File: src/rtl/cmsdk_apb_initiator_pkg.sv
`default_nettype none
// ============================================================================
// Module   : cmsdk_apb_initiator_pkg
// Purpose  : Shared definitions for the APB3 initiator: FSM state encodings
//            and the value driven on PWDATA during read transfers.
// Ports    : none (package)
// Revision : 1.0 - initial release
// ============================================================================
package cmsdk_apb_initiator_pkg;

    // Transfer sequencing states (2-bit encoding).
    typedef enum logic [1:0] {
        ARM_APBI_IDLE   = 2'd0,
        ARM_APBI_SETUP  = 2'd1,
        ARM_APBI_ACCESS = 2'd2,
        ARM_APBI_RESP   = 2'd3
    } apbi_state_t;

    // PWDATA carries this value for reads so no stale write data leaks out.
    localparam logic [31:0] ARM_APBI_RDFILL = 32'h0000_0000;

endpackage : cmsdk_apb_initiator_pkg
`default_nettype wire

File: src/rtl/cmsdk_apb_initiator_tmo.sv
`default_nettype none
// ============================================================================
// Module   : cmsdk_apb_initiator_tmo
// Purpose  : Saturating ACCESS-phase wait counter. Cleared on entry to
//            ACCESS, counts cycles with PREADY low and flags expiry once
//            TIMEOUT wait cycles have elapsed. TIMEOUT = 0 disables expiry.
// Ports    : clk     - clock
//            rst_n   - asynchronous active-low reset
//            clear   - reset the count to zero
//            inc     - count one wait cycle (saturating)
//            expired - count has reached TIMEOUT (never set if TIMEOUT = 0)
// Revision : 1.0 - initial release
// ============================================================================
module cmsdk_apb_initiator_tmo #(
    parameter int TIMEOUT = 16
) (
    input  logic clk,
    input  logic rst_n,
    input  logic clear,
    input  logic inc,
    output logic expired
);

    localparam int CW = (TIMEOUT > 1) ? $clog2(TIMEOUT + 1) : 1;
    localparam bit EN = (TIMEOUT != 0);
    // With expiry disabled the counter simply saturates at all-ones.
    localparam logic [CW-1:0] LIMIT = EN ? CW'(TIMEOUT) : {CW{1'b1}};

    logic [CW-1:0] count;

    always_ff @(posedge clk or negedge rst_n) begin
        if (!rst_n) begin
            count <= '0;
        end else if (clear) begin
            count <= '0;
        end else if (inc && (count != LIMIT)) begin
            count <= count + 1'b1;
        end
    end

    assign expired = EN && (count == LIMIT);

endmodule : cmsdk_apb_initiator_tmo
`default_nettype wire

File: src/rtl/cmsdk_apb_initiator.sv
`default_nettype none
// ============================================================================
// Module   : cmsdk_apb_initiator
// Purpose  : APB3 initiator. Accepts one read/write command at a time on a
//            valid/ready port, runs the APB SETUP and ACCESS phases and
//            returns read data plus error/timeout status on a valid/ready
//            response port. All APB outputs are registered.
// Ports    : PCLK, PRESETn            - clock, async active-low reset
//            cmd_valid/ready          - command handshake
//            cmd_write/addr/wdata     - command payload (addr is a byte addr)
//            rsp_valid/ready          - response handshake
//            rsp_rdata/err/timeout    - response payload
//            PSEL/PENABLE/PADDR/PWRITE/PWDATA - APB request (word address)
//            PRDATA/PREADY/PSLVERR    - APB completion
// Revision : 1.0 - initial release
// ============================================================================
module cmsdk_apb_initiator
    import cmsdk_apb_initiator_pkg::*;
#(
    parameter int ADDR_W  = 12,
    parameter int TIMEOUT = 16
) (
    input  logic              PCLK,
    input  logic              PRESETn,
    input  logic              cmd_valid,
    output logic              cmd_ready,
    input  logic              cmd_write,
    input  logic [ADDR_W-1:0] cmd_addr,
    input  logic [31:0]       cmd_wdata,
    output logic              rsp_valid,
    input  logic              rsp_ready,
    output logic [31:0]       rsp_rdata,
    output logic              rsp_err,
    output logic              rsp_timeout,
    output logic              PSEL,
    output logic              PENABLE,
    output logic [ADDR_W-3:0] PADDR,
    output logic              PWRITE,
    output logic [31:0]       PWDATA,
    input  logic [31:0]       PRDATA,
    input  logic              PREADY,
    input  logic              PSLVERR
);

    apbi_state_t       state;
    apbi_state_t       state_nxt;

    logic              psel_nxt;
    logic              penable_nxt;
    logic [ADDR_W-3:0] paddr_nxt;
    logic              pwrite_nxt;
    logic [31:0]       pwdata_nxt;
    logic              rsp_valid_nxt;
    logic [31:0]       rsp_rdata_nxt;
    logic              rsp_err_nxt;
    logic              rsp_timeout_nxt;

    logic              tmo_clear;
    logic              tmo_inc;
    logic              tmo_expired;

    // Byte-lane bits of the address are not carried on PADDR.
    logic              unused_addr_lsb;
    assign unused_addr_lsb = ^cmd_addr[1:0];

    // Ready is a pure decode of the state register, so cmd_valid never
    // combinationally reaches cmd_ready.
    assign cmd_ready = (state == ARM_APBI_IDLE);

    // The wait count restarts on the SETUP->ACCESS edge and counts each
    // ACCESS cycle the slave holds PREADY low.
    assign tmo_clear = (state == ARM_APBI_SETUP);
    assign tmo_inc   = (state == ARM_APBI_ACCESS) && !PREADY;

    cmsdk_apb_initiator_tmo #(
        .TIMEOUT (TIMEOUT)
    ) u_tmo (
        .clk     (PCLK),
        .rst_n   (PRESETn),
        .clear   (tmo_clear),
        .inc     (tmo_inc),
        .expired (tmo_expired)
    );

    // ------------------------------------------------------------------
    // Next-state and next-output logic. Every output is registered below,
    // so this block only computes the values to load at the next edge.
    // ------------------------------------------------------------------
    always_comb begin
        state_nxt       = state;
        psel_nxt        = PSEL;
        penable_nxt     = PENABLE;
        paddr_nxt       = PADDR;
        pwrite_nxt      = PWRITE;
        pwdata_nxt      = PWDATA;
        rsp_valid_nxt   = rsp_valid;
        rsp_rdata_nxt   = rsp_rdata;
        rsp_err_nxt     = rsp_err;
        rsp_timeout_nxt = rsp_timeout;

        unique case (state)
            ARM_APBI_IDLE: begin
                if (cmd_valid) begin
                    psel_nxt    = 1'b1;
                    penable_nxt = 1'b0;
                    paddr_nxt   = cmd_addr[ADDR_W-1:2];
                    pwrite_nxt  = cmd_write;
                    pwdata_nxt  = cmd_write ? cmd_wdata : ARM_APBI_RDFILL;
                    state_nxt   = ARM_APBI_SETUP;
                end
            end

            ARM_APBI_SETUP: begin
                penable_nxt = 1'b1;
                state_nxt   = ARM_APBI_ACCESS;
            end

            ARM_APBI_ACCESS: begin
                // PREADY takes priority over an expiry on the same edge.
                if (PREADY) begin
                    psel_nxt        = 1'b0;
                    penable_nxt     = 1'b0;
                    rsp_valid_nxt   = 1'b1;
                    rsp_rdata_nxt   = PWRITE ? 32'h0 : PRDATA;
                    rsp_err_nxt     = PSLVERR;
                    rsp_timeout_nxt = 1'b0;
                    state_nxt       = ARM_APBI_RESP;
                end else if (tmo_expired) begin
                    psel_nxt        = 1'b0;
                    penable_nxt     = 1'b0;
                    rsp_valid_nxt   = 1'b1;
                    rsp_rdata_nxt   = 32'h0;
                    rsp_err_nxt     = 1'b1;
                    rsp_timeout_nxt = 1'b1;
                    state_nxt       = ARM_APBI_RESP;
                end
            end

            ARM_APBI_RESP: begin
                // Payload is held untouched until the consumer takes it.
                if (rsp_ready) begin
                    rsp_valid_nxt = 1'b0;
                    state_nxt     = ARM_APBI_IDLE;
                end
            end

            default: begin
                state_nxt = ARM_APBI_IDLE;
            end
        endcase
    end

    // ------------------------------------------------------------------
    // State and output registers.
    // ------------------------------------------------------------------
    always_ff @(posedge PCLK or negedge PRESETn) begin
        if (!PRESETn) begin
            state       <= ARM_APBI_IDLE;
            PSEL        <= 1'b0;
            PENABLE     <= 1'b0;
            PADDR       <= '0;
            PWRITE      <= 1'b0;
            PWDATA      <= 32'h0;
            rsp_valid   <= 1'b0;
            rsp_rdata   <= 32'h0;
            rsp_err     <= 1'b0;
            rsp_timeout <= 1'b0;
        end else begin
            state       <= state_nxt;
            PSEL        <= psel_nxt;
            PENABLE     <= penable_nxt;
            PADDR       <= paddr_nxt;
            PWRITE      <= pwrite_nxt;
            PWDATA      <= pwdata_nxt;
            rsp_valid   <= rsp_valid_nxt;
            rsp_rdata   <= rsp_rdata_nxt;
            rsp_err     <= rsp_err_nxt;
            rsp_timeout <= rsp_timeout_nxt;
        end
    end

endmodule : cmsdk_apb_initiator
`default_nettype wire

File: config.mk
export PLATFORM = sky130hd
export DESIGN_NAME = cmsdk_apb_initiator
export DESIGN_NICKNAME = d
export VERILOG_FILES = /design/src/rtl/cmsdk_apb_initiator_pkg.sv /design/src/rtl/cmsdk_apb_initiator_tmo.sv /design/src/rtl/cmsdk_apb_initiator.sv
export SDC_FILE = /design/constraint.sdc
export NUM_CORES = 1
export LEC_CHECK = 0
export ABC_AREA = 1
export CAP_MARGIN = 10
export CORE_ASPECT_RATIO = 1.5
export CORE_MARGIN = 10
export CORE_UTILIZATION = 42
export CTS_CLUSTER_SIZE = 8
export DETAILED_ROUTE_END_ITERATION = 16
export GPL_TIMING_DRIVEN = 1
export PLACE_DENSITY = 0.9
export REMOVE_ABC_BUFFERS = 1
export SYNTH_ARGS = -nofsm -noshare
export SYNTH_HDL_FRONTEND = slang
export SYNTH_HIERARCHICAL = 1
export SYNTH_SLANG_ARGS = --single-unit
File: constraint.sdc
create_clock -name PCLK -period 1.85 [get_ports PCLK]
set_input_delay 0.2775 -clock PCLK [delete_from_list [all_inputs] [get_ports PCLK]]
set_output_delay 0.2775 -clock PCLK [all_outputs]
set_load 0.005 [all_outputs]
==> flow_metrics.py <==
metrics = {
    "run_status": {
        "violations": "hold timing",
        "status": "finished with violations",
    },
    "global_routing": {
        "grt_pass1_vias": 3534,
        "grt.total_usage_pct": 16.2,
        "antenna_found_initial": 0,
        "grt_pass1_wl_um": 17700,
        "grt_overflow_total": 0,
        "grt_max_degree": 68,
    },
    "sta": {
        "hold_violations": 13,
        "whs_ps": -7.40,
        "finalSetupViolCount": 0,
        "finalCriticalPeriod_ps": 1790,
        "rsz0062_at_grt": "false",
        "slew_viol_final": 0,
        "min_period_over_period_pct": 96.5,
        "slew_headroom_pct": 57.3,
        "clock_skew_ps": 8.08,
        "finalSetupTns_ps": 0,
        "fmax_ghz": 0.560,
        "worst-slew-pin-transition_ps": 640,
        "final.setup.worst_slack_ps": 64.1,
    },
    "setup_path": {
        "rr_startpoint": "u_tmo/count[0]",
        "cpPeakStageDelay_ps": 500,
        "critPathKind": "flip-flop to output port",
        "path_depth": 3,
        "worstPathRequired_ps": 1570,
        "cp-end-kind": "output port",
        "endpoint": "cmd_ready",
        "slowest_stage": "clkdlybuf4s50_1",
        "crit_buf_inv": 2,
        "start_kind": "flip-flop",
        "cp.arrival_ps": 1510,
        "path_delay_family": "buffers and inverters",
        "r2r_slack_ps": 150,
        "crit_path_start": "state[0]",
        "cp_max_fo": 3,
        "rr_endpoint": "rsp_rdata[11]",
        "reg2reg_depth": 11,
        "worstPathCellList": "inv_2 > ha_2 > clkdlybuf4s50_1",
    },
    "floorplan": {
        "rows": 42,
        "dieWidth_um": 97.3,
        "io_pins": 164,
        "fp.dieH_um": 136,
        "coreArea_sq_mm": 0.00878,
        "start_util_pct": 42.9,
        "die_area_sq_mm": 0.0132,
    },
    "job": {
        "cap_viol_max_count": 0,
    },
    "placement": {
        "dp_slack_ps": 143,
        "gp_congestion": 0.828,
        "dp_hpwl_um": 8410,
        "portBuffers": 161,
    },
    "routing": {
        "wire_per_inst_um": 15.8,
        "drtPass1Iterations": 5,
        "via_per_inst": 4.84,
        "postRouteAntennaNets": 0,
        "drtIter0Drc": 92,
        "drc": 0,
        "vias": 3369,
        "drt_wl_total_um": 11000,
    },
    "cts": {
        "cts_tree": "built",
        "clk_pin_slew_worst_paths_ps": 60,
        "cts_buffer_depth": 2,
        "clock_latency_ps": 330,
        "root_buffer": "clkbuf_16",
        "cts_buffers": 9,
        "cts_max_level": 3,
        "clock_sinks": 87,
    },
    "yosys": {
        "avgSynthCellArea_sq_um": 8.95,
        "ys_types": 24,
        "synth_seq_cells": 87,
        "ys.flop_type": "dfrtp_1",
        "netlist_area_sq_mm": 0.00377,
        "synth_top_area_share_pct": 57.8,
        "yosysSeqAreaShare_pct": 57.8,
        "syn_inst": 421,
        "synth_top_area_cell": "dfrtp_1",
        "async_flop_share_pct": 100,
        "ys_warn_count": 6,
        "synth-edff-count": 0,
        "yosys-top-cells-area": "dfrtp_1 (58%), nand2_1 (19%), nand3_1 (5.0%), o21ai_0 (4.4%), ha_1 (2.7%)",
    },
    "min_path": {
        "hold_path_class": "primary input to asynchronous set/reset pin",
    },
    "power": {
        "irDropWorstVdd_mv": 0.816,
        "p_leak_nw": 2.78,
        "total_power_w": 0.00882,
        "power.density_mw_per_mm2": 1530,
    },
    "cells_and_area": {
        "fill_cells": 663,
        "drive_gt1_share_pct": 7.34,
        "areaGrowthSynthToFinish_pct": 53.2,
        "postLayoutCoreUtil_pct": 65.8,
        "nets": 673,
        "antenna_cells": 0,
    },
}
-- Yosys cell counts (2+ instances only) --
library cell,instances
nand2_1,186
dfrtp_1,87
nand3_1,38
o21ai_0,33
inv_1,16
ha_1,8
nand4_1,8
nor2_1,7
buf_2,6
buf_6,6
clkbuf_1,6
buf_4,4
nand2_2,2
nand2_4,2
nor2_2,2
o21ai_2,2
-- kinds of logic after synthesis --
logic type               synth area share [%]
flip-flops                               57.8
AO/OA/AOI/OAI                            5.25
XOR/XNOR                                0.233
buffers and inverters                    6.38
adder cells (fa/ha/maj)                  2.66
AND/OR/NAND/NOR                          27.7
-- per-stage QoR --
step,cells,area (sq um)
CTS,694,5750
global placement,677,5460
detailed placement,677,5460
global route,696,5770
floorplan,399,3620
finish,696,5770
-- state kept, by name, indices dropped and copies added, names as in the netlist, 2 cells and up --
register	flops
PADDR	10
rsp_rdata	32
PWDATA	32
u_tmo/count	5
state	2
-- worst reg2reg max path, cell delays in order (launching register included) --
cell and delay, ps:
dfrtp_1 410, inv_1 130, ha_1 160, nand2_1 50, inv_1 60, nand2_2 80, inv_1 110, nor2_4 60
nor2_8 220, inv_6 150, nand2_1 90, nand2_1 70
-- how the worst min path moves through the flow --
stage	from	endpoint	slack, ps
final	PRESETn	PENABLE	-7
after detailed placement	PRESETn	PENABLE	360
after CTS	PRESETn	PENABLE	4
after global routing	PRESETn	PWDATA[2]	30
after floorplan	PRESETn	PADDR[0]	-20
after global placement	PRESETn	rsp_valid	350
-- layout by cell type, fill, tap and decap left out, drive strengths merged --
cell type      Yosys  layout
o21ai             35      35
nand3             38      38
clkinv             0       2
o21a               1       1
clkinvlp           0       1
clkbuf             6      11
ha                 8       8
inv               18      18
clkdlybuf4s50      0     160
buf               16      12
xnor2              1       1
bufinv             1       2
nor2              11      11
o211ai             1       1
nand4              8       8
dfrtp             87      87
nand2            190     190
-- area by class of cell --
type / instances / area (sq um) / area share [%]
clock buffers: 11 / 233 / 4.03
clock inverters: 4 / 47.5 / 0.824
inverters: 19 / 90.1 / 1.56
multi-input cells: 293 / 1360 / 23.5
flip-flops and latches: 87 / 2180 / 37.7
well taps: 110 / 138 / 2.39
repair buffers: 172 / 1730 / 30.0
-- where the power goes --
group	switching [W]	total (W)	internal (W)
logic	0.00170	0.00388	0.00218
clock network	0.000678	0.00171	0.00103
registers	0.000486	0.00323	0.00275
total	0.00286	0.00882	0.00596
-- repair_timing --
item / CTS / global route
pin swaps: 0 / 1
buffers inserted: 2 / 2
endpoints found under the setup margin: 1 / 13
cloned: 0 / 0
hold buffers: 0 / 0
gates resized for setup: 2 / 2
-- layer usage --
metal	routed length (um)	global-route usage, %	vias to the layer above
met5	0	0	-
met4	195	4.94	0
met3	849	6.66	15
met2	5660	28.5	133
met1	4280	17.5	1572
li1	-	-	1649
Power figures use the tool's default switching activity.
